`config.mk`:
```
export PLATFORM = sky130hd
export DESIGN_NAME = throw_scheduler
export DESIGN_NICKNAME = d
export VERILOG_FILES = /design/src/rtl/juggle_pkg.sv /design/src/rtl/landing_queue.sv /design/src/rtl/throw_scheduler.sv
export SDC_FILE = /design/constraint.sdc
export NUM_CORES = 1
export LEC_CHECK = 0
export ABC_CLOCK_PERIOD_IN_PS = 5300
export CAP_MARGIN = 20
export CORE_UTILIZATION = 30
export DETAILED_ROUTE_END_ITERATION = 16
export PLACE_DENSITY = 0.5
export SETUP_SLACK_MARGIN = 0.2
export SYNTH_ARGS = -nofsm -noshare
export SYNTH_HDL_FRONTEND = slang
export SYNTH_SLANG_ARGS = --single-unit
```
`constraint.sdc`:
```
create_clock -name clk_in -period 5.3 [get_ports clk_in]
set_clock_uncertainty 0.1 [all_clocks]
set_input_delay 1.06 -clock clk_in [delete_from_list [all_inputs] [get_ports clk_in]]
set_output_delay 1.06 -clock clk_in [all_outputs]
set_load 0.005 [all_outputs]
```
`src/rtl/juggle_pkg.sv`:
```
// Shared types and constants for the juggling throw scheduler.
package juggle_pkg;

  localparam int MAX_HEIGHT = 7;
  localparam int MAX_LEN    = 7;

  typedef logic [2:0] ball_id_t;

  typedef struct packed {
    logic     valid;
    ball_id_t id;
  } landing_slot_t;

  typedef enum logic [1:0] {
    IDLE  = 2'd0,
    RUN   = 2'd1,
    ERROR = 2'd2
  } sched_state_t;

endpackage

```
`src/rtl/landing_queue.sv`:
```
// Height-indexed landing queue: slot i holds the ball landing i beats after the next beat.
// Shifts down on each beat; a write lands in the post-shift array at wr_idx_in.
module landing_queue
  import juggle_pkg::*;
#(
  parameter int DEPTH = MAX_HEIGHT
) (
  input  logic          clk_in,
  input  logic          rst_in,
  input  logic          clear_in,
  input  logic          shift_in,
  input  logic          wr_en_in,
  input  logic [2:0]    wr_idx_in,
  input  ball_id_t      wr_id_in,
  output landing_slot_t head_out,
  output logic          occupied_out
);

  landing_slot_t [DEPTH-1:0] slots_q;
  landing_slot_t [DEPTH-1:0] slots_d;
  landing_slot_t [DEPTH-1:0] shifted;
  logic                      idx_ok;

  assign idx_ok   = int'(wr_idx_in) < DEPTH;
  assign head_out = slots_q[0];

  always_comb begin
    shifted = slots_q;
    if (shift_in) begin
      for (int i = 0; i < DEPTH-1; i++) begin
        shifted[i] = slots_q[i+1];
      end
      shifted[DEPTH-1] = '0;
    end
  end

  // An index past the end can never be written, so report it as occupied.
  always_comb begin
    occupied_out = 1'b1;
    if (idx_ok) begin
      occupied_out = shifted[wr_idx_in].valid;
    end
  end

  always_comb begin
    slots_d = shifted;
    if (clear_in) begin
      slots_d = '0;
    end else if (wr_en_in && idx_ok) begin
      slots_d[wr_idx_in].valid = 1'b1;
      slots_d[wr_idx_in].id    = wr_id_in;
    end
  end

  always_ff @(posedge clk_in) begin
    if (rst_in) begin
      slots_q <= '0;
    end else begin
      slots_q <= slots_d;
    end
  end

endmodule

```
`src/rtl/throw_scheduler.sv`:
```
// Turns a validated siteswap pattern into registered per-beat throw events.
// Optional THROW_SCHED_STATS_EN adds a saturating emitted-throw counter port.
//
// state | meaning
// IDLE  | no pattern loaded, beats ignored
// RUN   | sequencing the loaded pattern on each new_beat
// ERROR | pattern fault seen; sticky until the next load edge
module throw_scheduler #(
  parameter int MAX_HEIGHT = juggle_pkg::MAX_HEIGHT,
  parameter int MAX_LEN    = juggle_pkg::MAX_LEN,
  parameter bit FIRST_HAND = 1'b0
) (
  input  logic                     clk_in,
  input  logic                     rst_in,
  input  logic                     new_beat,
  input  logic [MAX_LEN-1:0][2:0]  pattern_in,
  input  logic [2:0]               pattern_length,
  input  logic [2:0]               num_balls_in,
  input  logic                     pattern_valid_in,
  output logic                     throw_valid_out,
  output logic [2:0]               throw_ball_out,
  output logic [2:0]               throw_height_out,
  output logic                     throw_hand_out,
  output logic [2:0]               pattern_pos_out,
  output logic                     running_out,
`ifdef THROW_SCHED_STATS_EN
  output logic [15:0]              throw_count_out,
`endif
  output logic                     error_out
);
  import juggle_pkg::*;

  sched_state_t             state_q, state_d;
  logic                     pv_q, pv_d;
  logic [MAX_LEN-1:0][2:0]  pat_q, pat_d;
  logic [2:0]               len_q, len_d;
  logic [2:0]               balls_q, balls_d;
  logic [2:0]               pos_q, pos_d;
  logic                     hand_q, hand_d;
  ball_id_t                 intro_q, intro_d;
  logic                     valid_q, valid_d;
  ball_id_t                 ball_q, ball_d;
  logic [2:0]               height_q, height_d;
  logic                     hand_out_q, hand_out_d;
  logic [2:0]               pos_out_q, pos_out_d;

  logic                     load_edge;
  logic [2:0]               h;
  logic                     last_pos;
  logic                     fault;
  logic                     do_throw;
  ball_id_t                 throw_id;
  logic                     q_clear, q_shift, q_wr;
  logic [2:0]               q_idx;
  landing_slot_t            lander;
  logic                     q_occupied;

  assign load_edge = pattern_valid_in && !pv_q;
  assign h         = (int'(pos_q) < MAX_LEN) ? pat_q[pos_q] : 3'd0;
  assign last_pos  = (pos_q == len_q - 3'd1) || (int'(pos_q) >= MAX_LEN-1);
  assign q_idx     = h - 3'd1;

  landing_queue #(
    .DEPTH(MAX_HEIGHT)
  ) u_landing_queue (
    .clk_in      (clk_in),
    .rst_in      (rst_in),
    .clear_in    (q_clear),
    .shift_in    (q_shift),
    .wr_en_in    (q_wr),
    .wr_idx_in   (q_idx),
    .wr_id_in    (throw_id),
    .head_out    (lander),
    .occupied_out(q_occupied)
  );

  always_comb begin
    state_d    = state_q;
    pv_d       = pattern_valid_in;
    pat_d      = pat_q;
    len_d      = len_q;
    balls_d    = balls_q;
    pos_d      = pos_q;
    hand_d     = hand_q;
    intro_d    = intro_q;
    valid_d    = 1'b0;
    ball_d     = ball_q;
    height_d   = height_q;
    hand_out_d = hand_out_q;
    pos_out_d  = pos_out_q;
    fault      = 1'b0;
    do_throw   = 1'b0;
    throw_id   = '0;
    q_clear    = 1'b0;
    q_shift    = 1'b0;
    q_wr       = 1'b0;

    // A load edge always takes priority over a coincident beat, in every state.
    if (load_edge) begin
      state_d = RUN;
      pat_d   = pattern_in;
      len_d   = pattern_length;
      balls_d = num_balls_in;
      pos_d   = '0;
      hand_d  = FIRST_HAND;
      intro_d = '0;
      q_clear = 1'b1;
    end else if (state_q == RUN && new_beat) begin
      q_shift = 1'b1;
      if (h == 3'd0) begin
        fault = lander.valid;
      end else if (int'(h) > MAX_HEIGHT) begin
        fault = 1'b1;
      end else if (lander.valid) begin
        do_throw = 1'b1;
        throw_id = lander.id;
      end else if (intro_q < balls_q) begin
        do_throw = 1'b1;
        throw_id = intro_q;
        intro_d  = intro_q + 3'd1;
      end else begin
        fault = 1'b1;
      end

      if (do_throw && q_occupied) begin
        fault = 1'b1;
      end

      q_wr       = do_throw && !fault;
      valid_d    = do_throw && !fault;
      if (do_throw && !fault) begin
        ball_d = throw_id;
      end
      height_d   = h;
      hand_out_d = hand_q;
      pos_out_d  = pos_q;
      hand_d     = !hand_q;
      pos_d      = last_pos ? 3'd0 : pos_q + 3'd1;
      state_d    = fault ? ERROR : RUN;
    end
  end

  always_ff @(posedge clk_in) begin
    if (rst_in) begin
      state_q    <= IDLE;
      pv_q       <= 1'b0;
      pat_q      <= '0;
      len_q      <= '0;
      balls_q    <= '0;
      pos_q      <= '0;
      hand_q     <= FIRST_HAND;
      intro_q    <= '0;
      valid_q    <= 1'b0;
      ball_q     <= '0;
      height_q   <= '0;
      hand_out_q <= 1'b0;
      pos_out_q  <= '0;
    end else begin
      state_q    <= state_d;
      pv_q       <= pv_d;
      pat_q      <= pat_d;
      len_q      <= len_d;
      balls_q    <= balls_d;
      pos_q      <= pos_d;
      hand_q     <= hand_d;
      intro_q    <= intro_d;
      valid_q    <= valid_d;
      ball_q     <= ball_d;
      height_q   <= height_d;
      hand_out_q <= hand_out_d;
      pos_out_q  <= pos_out_d;
    end
  end

`ifdef THROW_SCHED_STATS_EN
  logic [15:0] count_q, count_d;

  always_comb begin
    count_d = count_q;
    if (load_edge) begin
      count_d = '0;
    end else if (valid_d && count_q != 16'hFFFF) begin
      count_d = count_q + 16'd1;
    end
  end

  always_ff @(posedge clk_in) begin
    if (rst_in) begin
      count_q <= '0;
    end else begin
      count_q <= count_d;
    end
  end

  assign throw_count_out = count_q;
`endif

  assign throw_valid_out  = valid_q;
  assign throw_ball_out   = ball_q;
  assign throw_height_out = height_q;
  assign throw_hand_out   = hand_out_q;
  assign pattern_pos_out  = pos_out_q;
  assign running_out      = (state_q == RUN);
  assign error_out        = (state_q == ERROR);

endmodule

```
==> summary.md <==
| Metric | Value |
|---|---|
| EDFF count, synth | `0` |
| Critical Path Most Common Cell | `mux2_2` |
| R2r setup slk | `0.97 ns` |
| Slowest stage delay, CP | `0.58 ns` |
| Setup violators final | `0` |
| Final Wtd Congestion | `0.8345` |
| Residual DRC | `0` |
| Via Count | `3,014` |
| Synth Cell Area | `3530 µm²` |
| FFs w/ async S/R, synth | `0` |
| Post-cts gate resize count | `0` |
| Ports | `44` |
| Initial DRT Pass Iterations | `4` |
| Layout area overhead | `24.67%` |
| Post-DP HPWL | `6193 µm` |
| Pre-CTS WS | `1.015 ns` |
| Slew HR | `0.4133` |
| Clock Latency Late Sink | `0.34 ns` |
| Top area cells in the synthesized netlist | `dfxtp_1 (43%), nand2_1 (12%), a21oi_1 (8.9%)` |
| CP Capture Type | `flop` |
| Avg Cell Area, Syn | `8.189 µm²` |
| Site row count | `39` |
| CTS Root Cell | `clkbuf_16` |
| WP data required | `5.42 ns` |
| Cell taking the most area after synthesis | `dfxtp_1` |
| Final period utilization | `0.8175` |
| Post-CTS setup buffer count | `0` |
| Nets@finish | `501` |
| Number of vias per cell | `4.933` |
| Final worst slack | `0.9675 ns` |
| Netlist cell types | `43` |
| WL per Instance | `14.52 µm` |
| Post-route ant nets | `0` |
| Status | `finished clean` |
| F_max | `0.2308 GHz` |
| Critical Path Source Type | `flop` |
| Register area share after synthesis | `0.4311` |
| Area after DPL | `4074 µm²` |
| Max reg flops | `24` |
| Fillers | `1,193` |
| Slew Limit Fails | `0` |
| Min Clock Period, post-route | `4.333 ns` |
| Hold-fix buffer count after cts | `0` |
| Vias in the first global route | `2,967` |
| Cells on Worst Hold Path | `2` |
| Ant diodes | `0` |
| Syn nets | `469` |
| Largest net degree at the start of global routing | `44` |
| Core box area | `11,420 µm²` |
| GRT Total Usage | `0.1530` |
| H-tree depth | `3` |
| Die area | `12,200 µm²` |
| Reg-to-reg critical path startpoint | `pos_q[2]` |
| Max-Cap Viols | `0` |
| Yosys reg bits | `76` |
| Area share of the largest cell type after synthesis | `0.4311` |
| Share of layout cells above drive strength 1 | `0.1026` |
| Largest register by flop count | `u_landing_queue.slots_q` |
| Primary FF master, synth | `dfxtp_1` |
| Crit-path max FO | `12` |
| # port buffers | `43` |
| Hold Violations, Final | `0` |
| DR iter-0 viols | `192` |
| Grt total ovfl | `0` |
| Pwr Density | `321.3 nW/µm²` |
| CTS Buf Count | `9` |
| VDD IR-drop max | `0.1524 mV` |
| Min-delay src | `pat_q[8]` |
| Initial antenna violation count | `0` |
| Worst-margin pin slew | `0.8720 ns` |
| Hold EP | `pat_q[8]` |
| Post-route cell area | `4400 µm²` |
| CP Class | `flop to flop` |
| Reg2Reg Depth | `10` |
| CP arrival | `4.45 ns` |
| Initial Utilization | `0.3091` |
| CTS tree | `done` |
| Crit-path cells | `mux4_2, or2_1, and2_4, inv_1, ha_1, mux2_2, a2111oi_0, o211ai_1, nor3_1, mux2_2` |
| Synth Warn # | `0` |
| Setup TNS | `0 ns` |
| Clock Path Buffers | `2` |
| Die Span Y | `110.5 µm` |
| RSZ-0062 raised after global routing | `no` |
| R2r endpoint | `u_landing_queue.head_out[2]` |
| Synth Instances | `431` |
| First-pass GRT wire length | `15,100 µm` |
| Total wire length | `8872 µm` |
| Area of the multi-input gates | `1857 µm²` |
| Die width | `110.5 µm` |
| FF/Latch Area | `1521 µm²` |
| Static leakage | `1.543 nW` |
| Slowest cell on crit path | `dfxtp_1` |
| Clk sink count | `76` |
| Clock-pin slew on the worst setup and hold paths | `0.06 ns` |
| Hold Crit Class | `flop to flop` |
-- cells by family (layout without fill, tap and decap cells) --
logic type,after synthesis,count (layout),synth area share
flops,76,76,0.4311
simple gates,175,175,0.2141
buf+inv,39,76,0.04360
xor+xnor,7,7,0.01737
mux,33,33,0.1145
compound gates,94,94,0.1546
fa+ha+maj,7,7,0.02481
-- power by group --
part | leakage, nW | internal, W | switching, W
combinational | 0.773 | 0.0000631 | 0.0000823
sequential | 0.617 | 0.000587 | 0.0000126
clock | 0.152 | 0.000427 | 0.000242
total | 1.54 | 0.00108 | 0.000336
-- layout make-up --
class / instances / share of cell area
multi-input cells: 316 / 0.4220
clock inverters: 5 / 0.01905
well taps: 143 / 0.04066
inverters: 11 / 0.009383
flip-flops and latches: 76 / 0.3457
repair buffers: 49 / 0.1080
clock buffers: 11 / 0.05516
-- placed cells by master (no fill, tap or decap), types with 2 or more instances in the layout --
master,synthesis,final
nand2b_1,5,5
clkbuf_16,0,9
xor2_1,2,2
o2bb2ai_1,2,2
clkinvlp_4,0,2
a32o_1,2,2
a31oi_1,2,2
nor2b_1,4,3
o21ai_0,8,8
and2_1,2,2
nand3b_1,2,2
buf_4,0,6
o31a_1,2,2
clkdlybuf4s50_1,0,43
o21a_1,4,4
nand2_1,109,109
o31ai_1,2,2
bufinv_16,0,2
ha_1,7,7
nor3_1,6,6
nand3_1,3,3
or2_2,2,2
dfxtp_1,76,76
or4_1,6,6
nor2_1,29,29
mux4_2,4,4
mux2i_1,10,10
inv_1,11,11
and3b_1,2,2
nor4_1,2,2
a21oi_1,63,63
xnor2_1,5,5
mux2_2,19,19
-- Yosys cell counts, drive strengths merged (2+ instances only) --
cell and number:
or4 6, nor3 6, nor2 29, o21ai 8
a32o 2, a21oi 63, or2 3, dfxtp 76
clkbuf 22, nor4 2, and2 3, buf 6
xnor2 5, inv 11, mux2i 10, o31ai 2
nand3b 2, o31a 2, nand2 109, nand2b 5
and3b 2, mux4 4, ha 7, xor2 2
o21a 4, a31oi 2, nand3 3, o2bb2ai 2
nor2b 4, mux2 19
-- routing by layer --
| metal | vias up | share of wire | global-route usage |
|---|---|---|---|
| met5 | - | 0 | 0 |
| met1 | 1420 | 0.51 | 0.2123 |
| met4 | 0 | 0.012 | 0.04889 |
| li1 | 1526 | - | - |
| met3 | 12 | 0.038 | 0.03952 |
| met2 | 56 | 0.44 | 0.2311 |
-- critical path: cells and delay by family (launching register included) --
kind	cells	cell delay [ns]
adder cells (fa/ha/maj)	1	0.38
AO/OA/AOI/OAI	2	0.72
AND/OR/NAND/NOR	3	0.98
buffers and inverters	1	0.10
flip-flops	1	0.58
multiplexers	3	1.37
-- through the flow --
stage | total power [W] | hold slack [ns] | instances | utilization
finish | 0.001414 | 0.3534 | 611 | 0.3854
global route | 0.001472 | 0.3773 | 611 | 0.3854
floorplan | 0.0007028 | 0.3331 | 431 | -
detailed placement | 0.0007591 | 0.3466 | 595 | 0.3568
global placement | 0.0007589 | 0.3477 | 595 | 0.3568
CTS | 0.001430 | 0.3567 | 611 | 0.3854
-- worst max path at each step --
| stage | slack (ns) | endpoint | from | depth (start not counted) |
|---|---|---|---|---|
| finish | 0.97 | u_landing_queue.head_out[2] | pos_q[2] | 10 |
| global route | 0.67 | u_landing_queue.head_out[2] | pos_q[2] | 10 |
| CTS | 0.97 | u_landing_queue.head_out[2] | pos_q[2] | 10 |
| detailed placement | 1.01 | u_landing_queue.head_out[0] | pos_q[2] | 10 |
| global placement | 1.20 | u_landing_queue.head_out[0] | pos_q[2] | 10 |
| floorplan | 1.68 | u_landing_queue.head_out[0] | pos_q[1] | 11 |
Power figures use the tool's default switching activity.
